--- src/rtl/stack_arbiter_if.sv ---
// Request/grant and response bundle between the two stack requesters and stack_arbiter.
// The hwm port exists only when STACK_ARB_HWM_EN is defined.
interface stack_arbiter_if #(
  parameter int unsigned W     = 8,
  parameter int unsigned DEPTH = 16
);
  localparam int unsigned AW = $clog2(DEPTH);

  logic          req0;
  logic          op0;
  logic [W-1:0]  wdata0;
  logic          gnt0;
  logic          req1;
  logic          op1;
  logic [W-1:0]  wdata1;
  logic          gnt1;
  logic [W-1:0]  rdata;
  logic          rvalid;
  logic          rid;
  logic [AW:0]   count;
  logic          full;
  logic          empty;
  logic          clr_err;
  logic          err_ovf;
  logic          err_unf;
`ifdef STACK_ARB_HWM_EN
  logic [AW:0]   hwm;

  modport master (
    output req0, op0, wdata0, req1, op1, wdata1, clr_err,
    input  gnt0, gnt1, rdata, rvalid, rid, count, full, empty, err_ovf, err_unf, hwm
  );
  modport slave (
    input  req0, op0, wdata0, req1, op1, wdata1, clr_err,
    output gnt0, gnt1, rdata, rvalid, rid, count, full, empty, err_ovf, err_unf, hwm
  );
`else
  modport master (
    output req0, op0, wdata0, req1, op1, wdata1, clr_err,
    input  gnt0, gnt1, rdata, rvalid, rid, count, full, empty, err_ovf, err_unf
  );
  modport slave (
    input  req0, op0, wdata0, req1, op1, wdata1, clr_err,
    output gnt0, gnt1, rdata, rvalid, rid, count, full, empty, err_ovf, err_unf
  );
`endif
endinterface

--- src/rtl/stack_arbiter.sv ---
// Two-requester round-robin arbiter serialising push/pop onto a register-array LIFO.
// Define STACK_ARB_HWM_EN to add the hwm (high-water mark) output.
module stack_arbiter #(
  parameter int unsigned W     = 8,
  parameter int unsigned DEPTH = 16
) (
  input  logic            clk,
  input  logic            rst,
  stack_arbiter_if.slave  bus
);
  localparam int unsigned AW = $clog2(DEPTH);

  typedef enum logic [1:0] {ARB, EXEC, RESP} state_t;

  state_t         state_q;
  logic [W-1:0]   mem_q [DEPTH];
  logic [AW:0]    sp_q;
  logic           last_id_q;
  logic           id_q;
  logic           op_q;
  logic [W-1:0]   wdata_q;
  logic [W-1:0]   rdata_q;
  logic           gnt0_q;
  logic           gnt1_q;
  logic           rvalid_q;
  logic           rid_q;
  logic           err_ovf_q;
  logic           err_unf_q;

  logic           full_c;
  logic           empty_c;
  logic           win_c;
  logic           wr_en_c;
  logic [AW-1:0]  rd_idx_c;

  assign full_c   = (sp_q == (AW+1)'(DEPTH));
  assign empty_c  = (sp_q == '0);
  // Tie goes to whoever did not win last; a lone requester always wins.
  assign win_c    = (bus.req0 && bus.req1) ? ~last_id_q : bus.req1;
  assign wr_en_c  = (state_q == EXEC) && op_q && !full_c;
  assign rd_idx_c = AW'(sp_q - (AW+1)'(1));

  // Storage is not reset; only the pointer defines valid contents.
  always_ff @(posedge clk) begin
    if (wr_en_c) mem_q[sp_q[AW-1:0]] <= wdata_q;
  end

  always_ff @(posedge clk or posedge rst) begin
    if (rst) begin
      state_q   <= ARB;
      sp_q      <= '0;
      last_id_q <= 1'b1;
      id_q      <= 1'b0;
      op_q      <= 1'b0;
      wdata_q   <= '0;
      rdata_q   <= '0;
      gnt0_q    <= 1'b0;
      gnt1_q    <= 1'b0;
      rvalid_q  <= 1'b0;
      rid_q     <= 1'b0;
      err_ovf_q <= 1'b0;
      err_unf_q <= 1'b0;
    end else begin
      gnt0_q   <= 1'b0;
      gnt1_q   <= 1'b0;
      rvalid_q <= 1'b0;
      rid_q    <= 1'b0;
      // Clear first so a same-edge error set below takes priority.
      if (bus.clr_err) begin
        err_ovf_q <= 1'b0;
        err_unf_q <= 1'b0;
      end
      case (state_q)
        ARB: begin
          if (bus.req0 || bus.req1) begin
            id_q      <= win_c;
            last_id_q <= win_c;
            op_q      <= win_c ? bus.op1 : bus.op0;
            wdata_q   <= win_c ? bus.wdata1 : bus.wdata0;
            gnt0_q    <= ~win_c;
            gnt1_q    <= win_c;
            state_q   <= EXEC;
          end
        end
        EXEC: begin
          if (op_q) begin
            if (full_c) err_ovf_q <= 1'b1;
            else        sp_q      <= sp_q + (AW+1)'(1);
            state_q <= ARB;
          end else begin
            if (empty_c) begin
              rdata_q   <= '0;
              err_unf_q <= 1'b1;
            end else begin
              rdata_q <= mem_q[rd_idx_c];
              sp_q    <= sp_q - (AW+1)'(1);
            end
            rvalid_q <= 1'b1;
            rid_q    <= id_q;
            state_q  <= RESP;
          end
        end
        RESP:    state_q <= ARB;
        default: state_q <= ARB;
      endcase
    end
  end

`ifdef STACK_ARB_HWM_EN
  logic [AW:0] hwm_q;
  logic [AW:0] hwm_base_c;

  assign hwm_base_c = bus.clr_err ? sp_q : hwm_q;

  // Tracks the pointer on the same edge that raises it.
  always_ff @(posedge clk or posedge rst) begin
    if (rst) begin
      hwm_q <= '0;
    end else if (wr_en_c && ((sp_q + (AW+1)'(1)) > hwm_base_c)) begin
      hwm_q <= sp_q + (AW+1)'(1);
    end else begin
      hwm_q <= hwm_base_c;
    end
  end

  assign bus.hwm = hwm_q;
`endif

  assign bus.gnt0    = gnt0_q;
  assign bus.gnt1    = gnt1_q;
  assign bus.rdata   = rdata_q;
  assign bus.rvalid  = rvalid_q;
  assign bus.rid     = rid_q;
  assign bus.count   = sp_q;
  assign bus.full    = full_c;
  assign bus.empty   = empty_c;
  assign bus.err_ovf = err_ovf_q;
  assign bus.err_unf = err_unf_q;
endmodule

--- src/flat_wrapper.sv ---
// flat-port wrapper written by rule: the top's interface ports become plain ports
module stack_arbiter_flat 
#(
  parameter int unsigned W     = 8,
  parameter int unsigned DEPTH = 16
)
  (clk, rst, bus_req0, bus_op0, bus_wdata0, bus_req1, bus_op1, bus_wdata1, bus_clr_err, bus_gnt0, bus_gnt1, bus_rdata, bus_rvalid, bus_rid, bus_count, bus_full, bus_empty, bus_err_ovf, bus_err_unf);
  stack_arbiter_if #(.W(W), .DEPTH(DEPTH)) bus_i ();
  input  logic clk;
  input  logic rst;
  input wire logic [$bits(bus_i.req0)-1:0] bus_req0;
  input wire logic [$bits(bus_i.op0)-1:0] bus_op0;
  input wire logic [$bits(bus_i.wdata0)-1:0] bus_wdata0;
  input wire logic [$bits(bus_i.req1)-1:0] bus_req1;
  input wire logic [$bits(bus_i.op1)-1:0] bus_op1;
  input wire logic [$bits(bus_i.wdata1)-1:0] bus_wdata1;
  input wire logic [$bits(bus_i.clr_err)-1:0] bus_clr_err;
  output wire logic [$bits(bus_i.gnt0)-1:0] bus_gnt0;
  output wire logic [$bits(bus_i.gnt1)-1:0] bus_gnt1;
  output wire logic [$bits(bus_i.rdata)-1:0] bus_rdata;
  output wire logic [$bits(bus_i.rvalid)-1:0] bus_rvalid;
  output wire logic [$bits(bus_i.rid)-1:0] bus_rid;
  output wire logic [$bits(bus_i.count)-1:0] bus_count;
  output wire logic [$bits(bus_i.full)-1:0] bus_full;
  output wire logic [$bits(bus_i.empty)-1:0] bus_empty;
  output wire logic [$bits(bus_i.err_ovf)-1:0] bus_err_ovf;
  output wire logic [$bits(bus_i.err_unf)-1:0] bus_err_unf;
  assign bus_i.req0 = bus_req0;
  assign bus_i.op0 = bus_op0;
  assign bus_i.wdata0 = bus_wdata0;
  assign bus_i.req1 = bus_req1;
  assign bus_i.op1 = bus_op1;
  assign bus_i.wdata1 = bus_wdata1;
  assign bus_i.clr_err = bus_clr_err;
  assign bus_gnt0 = bus_i.gnt0;
  assign bus_gnt1 = bus_i.gnt1;
  assign bus_rdata = bus_i.rdata;
  assign bus_rvalid = bus_i.rvalid;
  assign bus_rid = bus_i.rid;
  assign bus_count = bus_i.count;
  assign bus_full = bus_i.full;
  assign bus_empty = bus_i.empty;
  assign bus_err_ovf = bus_i.err_ovf;
  assign bus_err_unf = bus_i.err_unf;
  stack_arbiter #(.W(W), .DEPTH(DEPTH)) u_core (.clk(clk), .rst(rst), .bus(bus_i));
endmodule
--- config.mk ---
export PLATFORM = sky130hd
export DESIGN_NAME = stack_arbiter_flat
export DESIGN_NICKNAME = d
export VERILOG_FILES = /design/src/rtl/stack_arbiter_if.sv /design/src/rtl/stack_arbiter.sv /design/src/flat_wrapper.sv
export SDC_FILE = /design/constraint.sdc
export NUM_CORES = 1
export LEC_CHECK = 0
export ABC_AREA = 1
export BUFFER_PORTS_ARGS = -buffer_cell sky130_fd_sc_hd__buf_2
export CORE_MARGIN = 4
export CORE_UTILIZATION = 50
export DETAILED_ROUTE_END_ITERATION = 7
export PLACE_DENSITY = 0.78
export SYNTH_ARGS = -nofsm -noshare
export SYNTH_HDL_FRONTEND = slang
export SYNTH_SLANG_ARGS = --single-unit
export TNS_END_PERCENT = 50
--- constraint.sdc ---
create_clock -name clk -period 2.2 [get_ports clk]
set_input_delay 0.33 -clock clk [delete_from_list [all_inputs] [get_ports clk]]
set_output_delay 0.33 -clock clk [all_outputs]
set_load 0.1 [all_outputs]
==> results of run 1 <==
-- cell usage in the layout, fill, tap and decap left out, types with 3 or more instances in the layout --
cell type and instances:
sky130_fd_sc_hd__nor2_4 9, sky130_fd_sc_hd__xor2_1 3, sky130_fd_sc_hd__clkbuf_1 5, sky130_fd_sc_hd__nand2_1 181
sky130_fd_sc_hd__dfrtp_1 27, sky130_fd_sc_hd__edfxtp_1 128, sky130_fd_sc_hd__nor2_1 15, sky130_fd_sc_hd__ha_1 4
sky130_fd_sc_hd__buf_2 41, sky130_fd_sc_hd__nor3_4 6, sky130_fd_sc_hd__nand3_1 121, sky130_fd_sc_hd__clkbuf_8 4
sky130_fd_sc_hd__buf_12 3, sky130_fd_sc_hd__dfrtp_2 3, sky130_fd_sc_hd__buf_4 9, sky130_fd_sc_hd__inv_1 31
sky130_fd_sc_hd__bufinv_16 4, sky130_fd_sc_hd__o21ai_0 24, sky130_fd_sc_hd__clkbuf_16 17
-- timing repair --
| action | CTS | global route |
|---|---|---|
| hold endpoints to repair | 3 | 0 |
| hold buffers | 1 | 0 |
| resized for setup | 0 | 1 |
| setup endpoints to repair | 0 | 2 |
| buffers inserted | 0 | 0 |
-- registers in the layout (all words and copies together) (netlist names) --
signal	flops
u_core.id_q	1
u_core.bus.rdata	8
u_core.state_q	2
u_core.mem_q	128
u_core.bus.err_ovf	1
u_core.bus.count	5
u_core.bus.rid	1
u_core.bus.gnt1	1
u_core.wdata_q	8
u_core.op_q	1
u_core.last_id_q	1
u_core.bus.gnt0	1
u_core.bus.rvalid	1
u_core.bus.err_unf	1
-- final timing paths --
path / startpoint / to / slack, ns / cells after the start
max in group asynchronous: rst / u_core.bus.count[0] / 1.25 / 4
min reg2reg: u_core.last_id_q / u_core.last_id_q / 0.48 / 2
max: u_core.op_q / u_core.mem_q[12][4] / 0.15 / 6
min: bus_wdata1[7] / u_core.wdata_q[7] / 0.11 / 3
max reg2reg: u_core.op_q / u_core.mem_q[12][4] / 0.15 / 6
min in group asynchronous: rst / u_core.bus.gnt1 / 0.32 / 3
-- metrics by stage --
| step | std cells | util, % | instance area, um^2 |
|---|---|---|---|
| 4_1_cts | 833 | 61.8 | 7900 |
| 3_3_place_gp | 800 | 56.8 | 7260 |
| 2_1_floorplan | 601 | - | 6840 |
| 5_1_grt | 833 | 61.8 | 7900 |
| 3_5_place_dp | 800 | 56.8 | 7260 |
| 6_report | 833 | 61.8 | 7900 |
-- layout make-up --
cell class                 count  share of cell area (%)
tap                          172                    2.72
clock buffer                  26                    6.32
sequential                   160                    58.9
clock inverter                 6                    1.63
timing repair buffer          54                    4.34
multi-input combinational    379                    24.2
inverter                      36                    1.87
-- synth_stat cells --
master / n / area (um^2)
sky130_fd_sc_hd__buf_2: 16 / 80.1
sky130_fd_sc_hd__dfstp_2: 1 / 26.3
sky130_fd_sc_hd__nor2_1: 26 / 97.6
sky130_fd_sc_hd__o21ai_0: 24 / 120
sky130_fd_sc_hd__clkinv_1: 1 / 3.75
sky130_fd_sc_hd__o31ai_1: 1 / 7.51
sky130_fd_sc_hd__nor3_1: 6 / 30.0
sky130_fd_sc_hd__inv_1: 35 / 131
sky130_fd_sc_hd__buf_4: 1 / 7.51
sky130_fd_sc_hd__xor2_1: 3 / 26.3
sky130_fd_sc_hd__xor2_2: 1 / 16.3
sky130_fd_sc_hd__nand2_2: 2 / 12.5
sky130_fd_sc_hd__nand3_1: 123 / 616
sky130_fd_sc_hd__nand2_1: 183 / 687
sky130_fd_sc_hd__o22ai_1: 1 / 6.26
sky130_fd_sc_hd__clkbuf_1: 9 / 33.8
sky130_fd_sc_hd__a22oi_1: 1 / 7.51
sky130_fd_sc_hd__edfxtp_1: 128 / 3840
sky130_fd_sc_hd__xnor2_2: 1 / 16.3
sky130_fd_sc_hd__o211ai_1: 1 / 7.51
sky130_fd_sc_hd__dfrtp_1: 31 / 776
sky130_fd_sc_hd__xnor2_1: 1 / 8.76
sky130_fd_sc_hd__ha_1: 5 / 62.6
-- cell families after synthesis --
family,count (synthesis),synth area share (%)
AOI/OAI and AO/OA,28,2.25
DFF,160,70.1
buffers and inverters,62,3.87
xor gates and xnor gates,6,1.02
adders and majority gates,5,0.944
and+or+nand+nor,340,21.8
-- layer usage --
layer | vias up | track usage [%]
li1 | 2156 | -
met1 | 2265 | 28.3
met2 | 241 | 36.4
met3 | 67 | 5.95
met4 | 0 | 11.5
met5 | - | 0
-- worst reg2reg max path, cell delays in order, from the launching register on --
cell and delay (ns):
sky130_fd_sc_hd__dfrtp_1 0.43, sky130_fd_sc_hd__inv_1 0.18, sky130_fd_sc_hd__nor2_1 0.38, sky130_fd_sc_hd__nand2_8 0.20
sky130_fd_sc_hd__inv_6 0.12, sky130_fd_sc_hd__nand2_1 0.15, sky130_fd_sc_hd__nor2_4 0.27
==> summary.md, run 1 <==
| Metric | Value |
|---|---|
| Post-route met1 wirelength | `6080 um` |
| CP bufs+invs | `2` |
| Remaining max-slew budget at the tightest pin | `41.6%` |
| Diode insertion count for antenna repair | `0` |
| Largest net degree at the start of global routing | `67` |
| Root buffer selected by CTS | `sky130_fd_sc_hd__clkbuf_16` |
| Antenna viol nets, final | `0` |
| Cell Rows | `41` |
| Clock-pin slew reported for the worst setup and hold paths after clock tree synthesis | `0.06 ns` |
| Largest stage delay on the critical path | `0.43 ns` |
| Die outline area | `15200 um^2` |
| DR top layer | `met4` |
| Unique masters post-synth | `23` |
| Clock tree from TritonCTS | `done` |
| Number of warning messages in the yosys log | `0` |
| Worst setup slack after placement | `0.211 ns` |
| Final setup fails | `0` |
| Critical Path End Type | `flop` |
| Total Routing Usage GR | `22.6%` |
| Average wire per standard cell | `19.3 um` |
| Worst Clk Skew | `0.00773 ns` |
| Number of buffers inserted by port buffering | `43` |
| Number of levels the H-tree was split into | `4` |
| Final cycle utilization of the critical path | `93.1%` |
| Total nets after synthesis | `629` |
| Vias in the first global route | `4722` |
| Data required time of the critical path | `2.30 ns` |
| Crit Path Category | `flop to flop` |
| Number of instances in the synthesized netlist | `601` |
| Unrepaired setup endpoints after global routing | `no` |
| Vert. Die Dim | `123 um` |
| Effective utilization at floorplan | `51.9%` |
| Drt first pass iters | `5` |
| Wire length of the first global-routing pass | `24700 um` |
| Clock Sinks | `160` |
| I/O pin cnt | `44` |
| Max Cap Viol | `0` |
| Worst hold path type | `input port to flop` |
| Wire length after detailed routing | `16100 um` |
| Highest Clock Rate | `0.488 GHz` |
| Crit-path slowest cell | `sky130_fd_sc_hd__dfrtp_1` |
| Avg Synthesized Cell Area | `11.0 um^2` |
| CP max FO | `8` |
| GPL Wtd Cong | `0.891` |
| GR Overflow Total | `0` |
| Length of routed met2 wiring | `7720 um` |
| Final period demand of the worst path | `2.05 ns` |
| Sequential cell area in the final layout | `4650 um^2` |
| Hold Vio Cnt, Final | `0` |
| Mapped cell area | `6620 um^2` |
| Flip-flop and latch count after synthesis | `160` |
| Type of origin of the critical path | `flop` |
| Max-slew violation count | `0` |
| Number of design-rule violations left by the first detailed-router iteration | `590` |
| Run status | `finished clean` |
| Worst skew pair latency | `0.42 ns` |
| Final sum of negative setup slack | `0 ns` |
| Buffer depth of the longest clock path | `2` |
| Die Span X | `123 um` |
| Transition time at the pin with the least slew margin | `0.876 ns` |
| Count of fill cells added during filler insertion | `972` |
| Register area share after synthesis | `70.1%` |
| Multi-input logic area | `1910 um^2` |
| Cell Chain, Critical Path | `inv_1, nor2_1, nand2_8, inv_6, nand2_1, nor2_4` |
| DRC violations left | `0` |
| Worst Hold Margin | `0.109 ns` |
| Clock buffer count from CTS | `17` |
| Routed via count divided by cell count | `5.68` |
| Final WS setup | `0.152 ns` |
| Fraction of final layout cells with drive strength greater than 1 | `17.2%` |
| Post-DP HPWL | `10600 um` |
| Core area | `12800 um^2` |
| NumNets Final | `676` |
| Wire length on met3 | `1480 um` |
| Layout Area Growth over Synthesis | `19.2%` |
| Kind of cell with the highest combined delay on the critical path | `simple AND/OR/NAND/NOR gates` |
| Number of antenna violations at the first check in global routing | `0` |
| Via count of the routed design | `4729` |
| Worst path arrival time | `2.15 ns` |
Power of run 1 is left out: the tool's default activity adds up to more than one toggle a clock period on the data nets, which glitch-free logic cannot reach.
==> inputs of run 2 (changes only) <==
--- a/config.mk
+++ b/config.mk
@@ -10,7 +10,7 @@
 export CORE_MARGIN = 4
 export CORE_UTILIZATION = 50
 export DETAILED_ROUTE_END_ITERATION = 7
-export PLACE_DENSITY = 0.78
+export PLACE_DENSITY = 0.71
 export SYNTH_ARGS = -nofsm -noshare
 export SYNTH_HDL_FRONTEND = slang
 export SYNTH_SLANG_ARGS = --single-unit
==> run 2 against run 1 <==
Against the previous run:
- utilization fell by 0.59 points
- final cell count decreased by 0.12%
- global-route usage increased by 0.45 points
- critical path type is now flop to primary output
- via count is 0.87% lower
- final area down 0.95%
- worst hold slack got worse by 0.00063 ns
- fmax fell by 1.8%
==> summary.md, run 2 (synthesis gave the netlist of run 1 again) <==
| Metric | Value |
|---|---|
| Reg2Reg Depth | `6 (unchanged)` |
| Buffer depth of the longest clock path | `2 (unchanged)` |
| Clock Sinks | `160 (unchanged)` |
| Number of cells on the worst hold path | `3 (unchanged)` |
| GR Overflow Total | `0 (unchanged)` |
| Effective utilization at floorplan | `51.9% (unchanged)` |
| Data required time of the critical path | `1.87 ns (-0.43 ns)` |
| Count of fill cells added during filler insertion | `976 (+0.41%)` |
| Post-DP HPWL | `10700 um (+1.1%)` |
| Cell Rows | `41 (unchanged)` |
| Vert. Die Dim | `123 um (unchanged)` |
| Drt first pass iters | `5 (unchanged)` |
| Largest register FFs | `128 (unchanged)` |
| Run status | `finished clean` |
| Die outline area | `15200 um^2 (unchanged)` |
| Routed via count divided by cell count | `5.63 (-0.75%)` |
| GPL Wtd Cong | `0.929 (+4.3%)` |
| Type of origin of the critical path | `flop` |
| Wire length of the first global-routing pass | `25200 um (+2.0%)` |
| Worst skew pair latency | `0.42 ns (about the same)` |
| Worst hold path type | `input port to flop` |
| I/O pin cnt | `44 (unchanged)` |
| Number of levels the H-tree was split into | `4 (unchanged)` |
| Number of buffers inserted by port buffering | `43 (unchanged)` |
| Core area | `12800 um^2 (unchanged)` |
| Critical Path End Type | `primary output` |
| Worst path arrival time | `1.75 ns (-0.40 ns)` |
| DRC violations left | `0 (unchanged)` |
| Wire length after detailed routing | `16400 um (+2.0%)` |
| Unrepaired setup endpoints after global routing | `no` |
| Final sum of negative setup slack | `0 ns (unchanged)` |
| Antenna viol nets, final | `0 (unchanged)` |
| Max-slew violation count | `0 (unchanged)` |
| Die Span X | `123 um (unchanged)` |
| Final period demand of the worst path | `2.08 ns (+0.0368 ns)` |
| Clock tree from TritonCTS | `done` |
| Worst Clk Skew | `0.00570 ns (-0.00203 ns)` |
| Via count of the routed design | `4688 (-0.87%)` |
| Number of design-rule violations left by the first detailed-router iteration | `564 (-4.4%)` |
| Total Routing Usage GR | `23.0% (+0.45 points)` |
| Diode insertion count for antenna repair | `0 (unchanged)` |
| Root buffer selected by CTS | `sky130_fd_sc_hd__clkbuf_16` |
| Final setup fails | `0 (unchanged)` |
| Layout Area Growth over Synthesis | `18.1%` |
| Fraction of final layout cells with drive strength greater than 1 | `18.0% (+0.78 points)` |
| Worst setup slack after placement | `0.198 ns (-0.0129 ns)` |
| Average wire per standard cell | `19.7 um (+2.1%)` |
| Worst Hold Margin | `0.108 ns (-0.000629 ns)` |
| Final cycle utilization of the critical path | `94.7% (+1.7 points)` |
| Vias in the first global route | `4445 (-5.9%)` |
| Largest net degree at the start of global routing | `38 (-43%)` |
| Hold Vio Cnt, Final | `0 (unchanged)` |
| Remaining max-slew budget at the tightest pin | `43.2% (+1.6 points)` |
| Number of antenna violations at the first check in global routing | `0 (unchanged)` |
| Clock buffer count from CTS | `17 (unchanged)` |
| Leading cell types in the layout, fill and taps excluded | `181 x sky130_fd_sc_hd__nand2_1, 128 x sky130_fd_sc_hd__edfxtp_1, 121 x sky130_fd_sc_hd__nand3_1, 41 x sky130_fd_sc_hd__buf_2, 31 x sky130_fd_sc_hd__inv_1` |
| Post-CTS setup buffer count | `0 (unchanged)` |
| Crit Path Category | `flop to primary output` |
| Max Cap Viol | `0 (unchanged)` |
| Final WS setup | `0.116 ns (-0.0368 ns)` |
| NumNets Final | `675 (-0.15%)` |
| Transition time at the pin with the least slew margin | `0.852 ns (-0.0239 ns)` |
| Highest Clock Rate | `0.480 GHz (-1.8%)` |
| Clock-pin slew reported for the worst setup and hold paths after clock tree synthesis | `0.06 ns (about the same)` |
| Most frequent standard cell in the layout excluding fill and tap cells | `sky130_fd_sc_hd__nand2_1` |
| CP max FO | `37 (+29)` |
## run 2: cell types whose count changed in the layout (fill, tap and decap cells not counted), sizes merged
cell | previous run | this run
buf | 53 | 52
clkbuf | 26 | 17
inv | 33 | 37
clkinvlp | 2 | 7
bufinv | 4 | 0
clkinv | 3 | 7
## run 2: cell type report
type | instances | area, um^2 | area share [%]
multi-input cells | 379 | 1920 | 24.6
inverters | 36 | 148 | 1.89
repair buffers | 53 | 348 | 4.45
clock buffers | 17 | 425 | 5.44
clock inverters | 15 | 111 | 1.42
flip-flops and latches | 160 | 4650 | 59.5
well taps | 172 | 215 | 2.75
## run 2: per-stage QoR
stage / cells / utilization, % / area, um^2
floorplan: 601 / - / 6840
global placement: 799 / 56.9 / 7260
detailed placement: 799 / 56.9 / 7260
CTS: 832 / 61.1 / 7810
global route: 832 / 61.2 / 7820
finish: 832 / 61.2 / 7820
## run 2: worst paths after layout
check	slack [ns]	endpoint	from
worst max-delay path	0.12	bus_count[0]	u_core.bus.count[0]
worst min-delay path	0.11	u_core.wdata_q[7]	bus_wdata1[7]
worst max register to register	0.20	u_core.mem_q[13][1]	u_core.op_q
worst min register to register	0.48	u_core.last_id_q	u_core.last_id_q
max in group asynchronous	1.33	u_core.bus.count[0]	rst
min in group asynchronous	0.53	u_core.wdata_q[7]	rst
## run 2: timing repair
action,in CTS,in global routing
gates resized for setup,0,2
endpoints found under the setup margin,0,2
hold buffers,1,0
hold endpoints to repair,30,0
## run 2: critical path, cell delays in order, from the launching register on
cell                      delay [ns]
sky130_fd_sc_hd__dfrtp_4        0.42
sky130_fd_sc_hd__buf_4          0.39
sky130_fd_sc_hd__buf_2          0.51
## run 2: routing by layer
metal,track usage (%),vias to the layer above,routed length [um],share of wire (%)
met5,0,-,0,0
li1,-,2150,-,-
met3,5.40,45,1410,8.6
met1,31.1,2231,6550,40
met4,9.55,0,564,3.4
met2,36.1,262,7890,48
Power of run 2 is left out for the same reason.
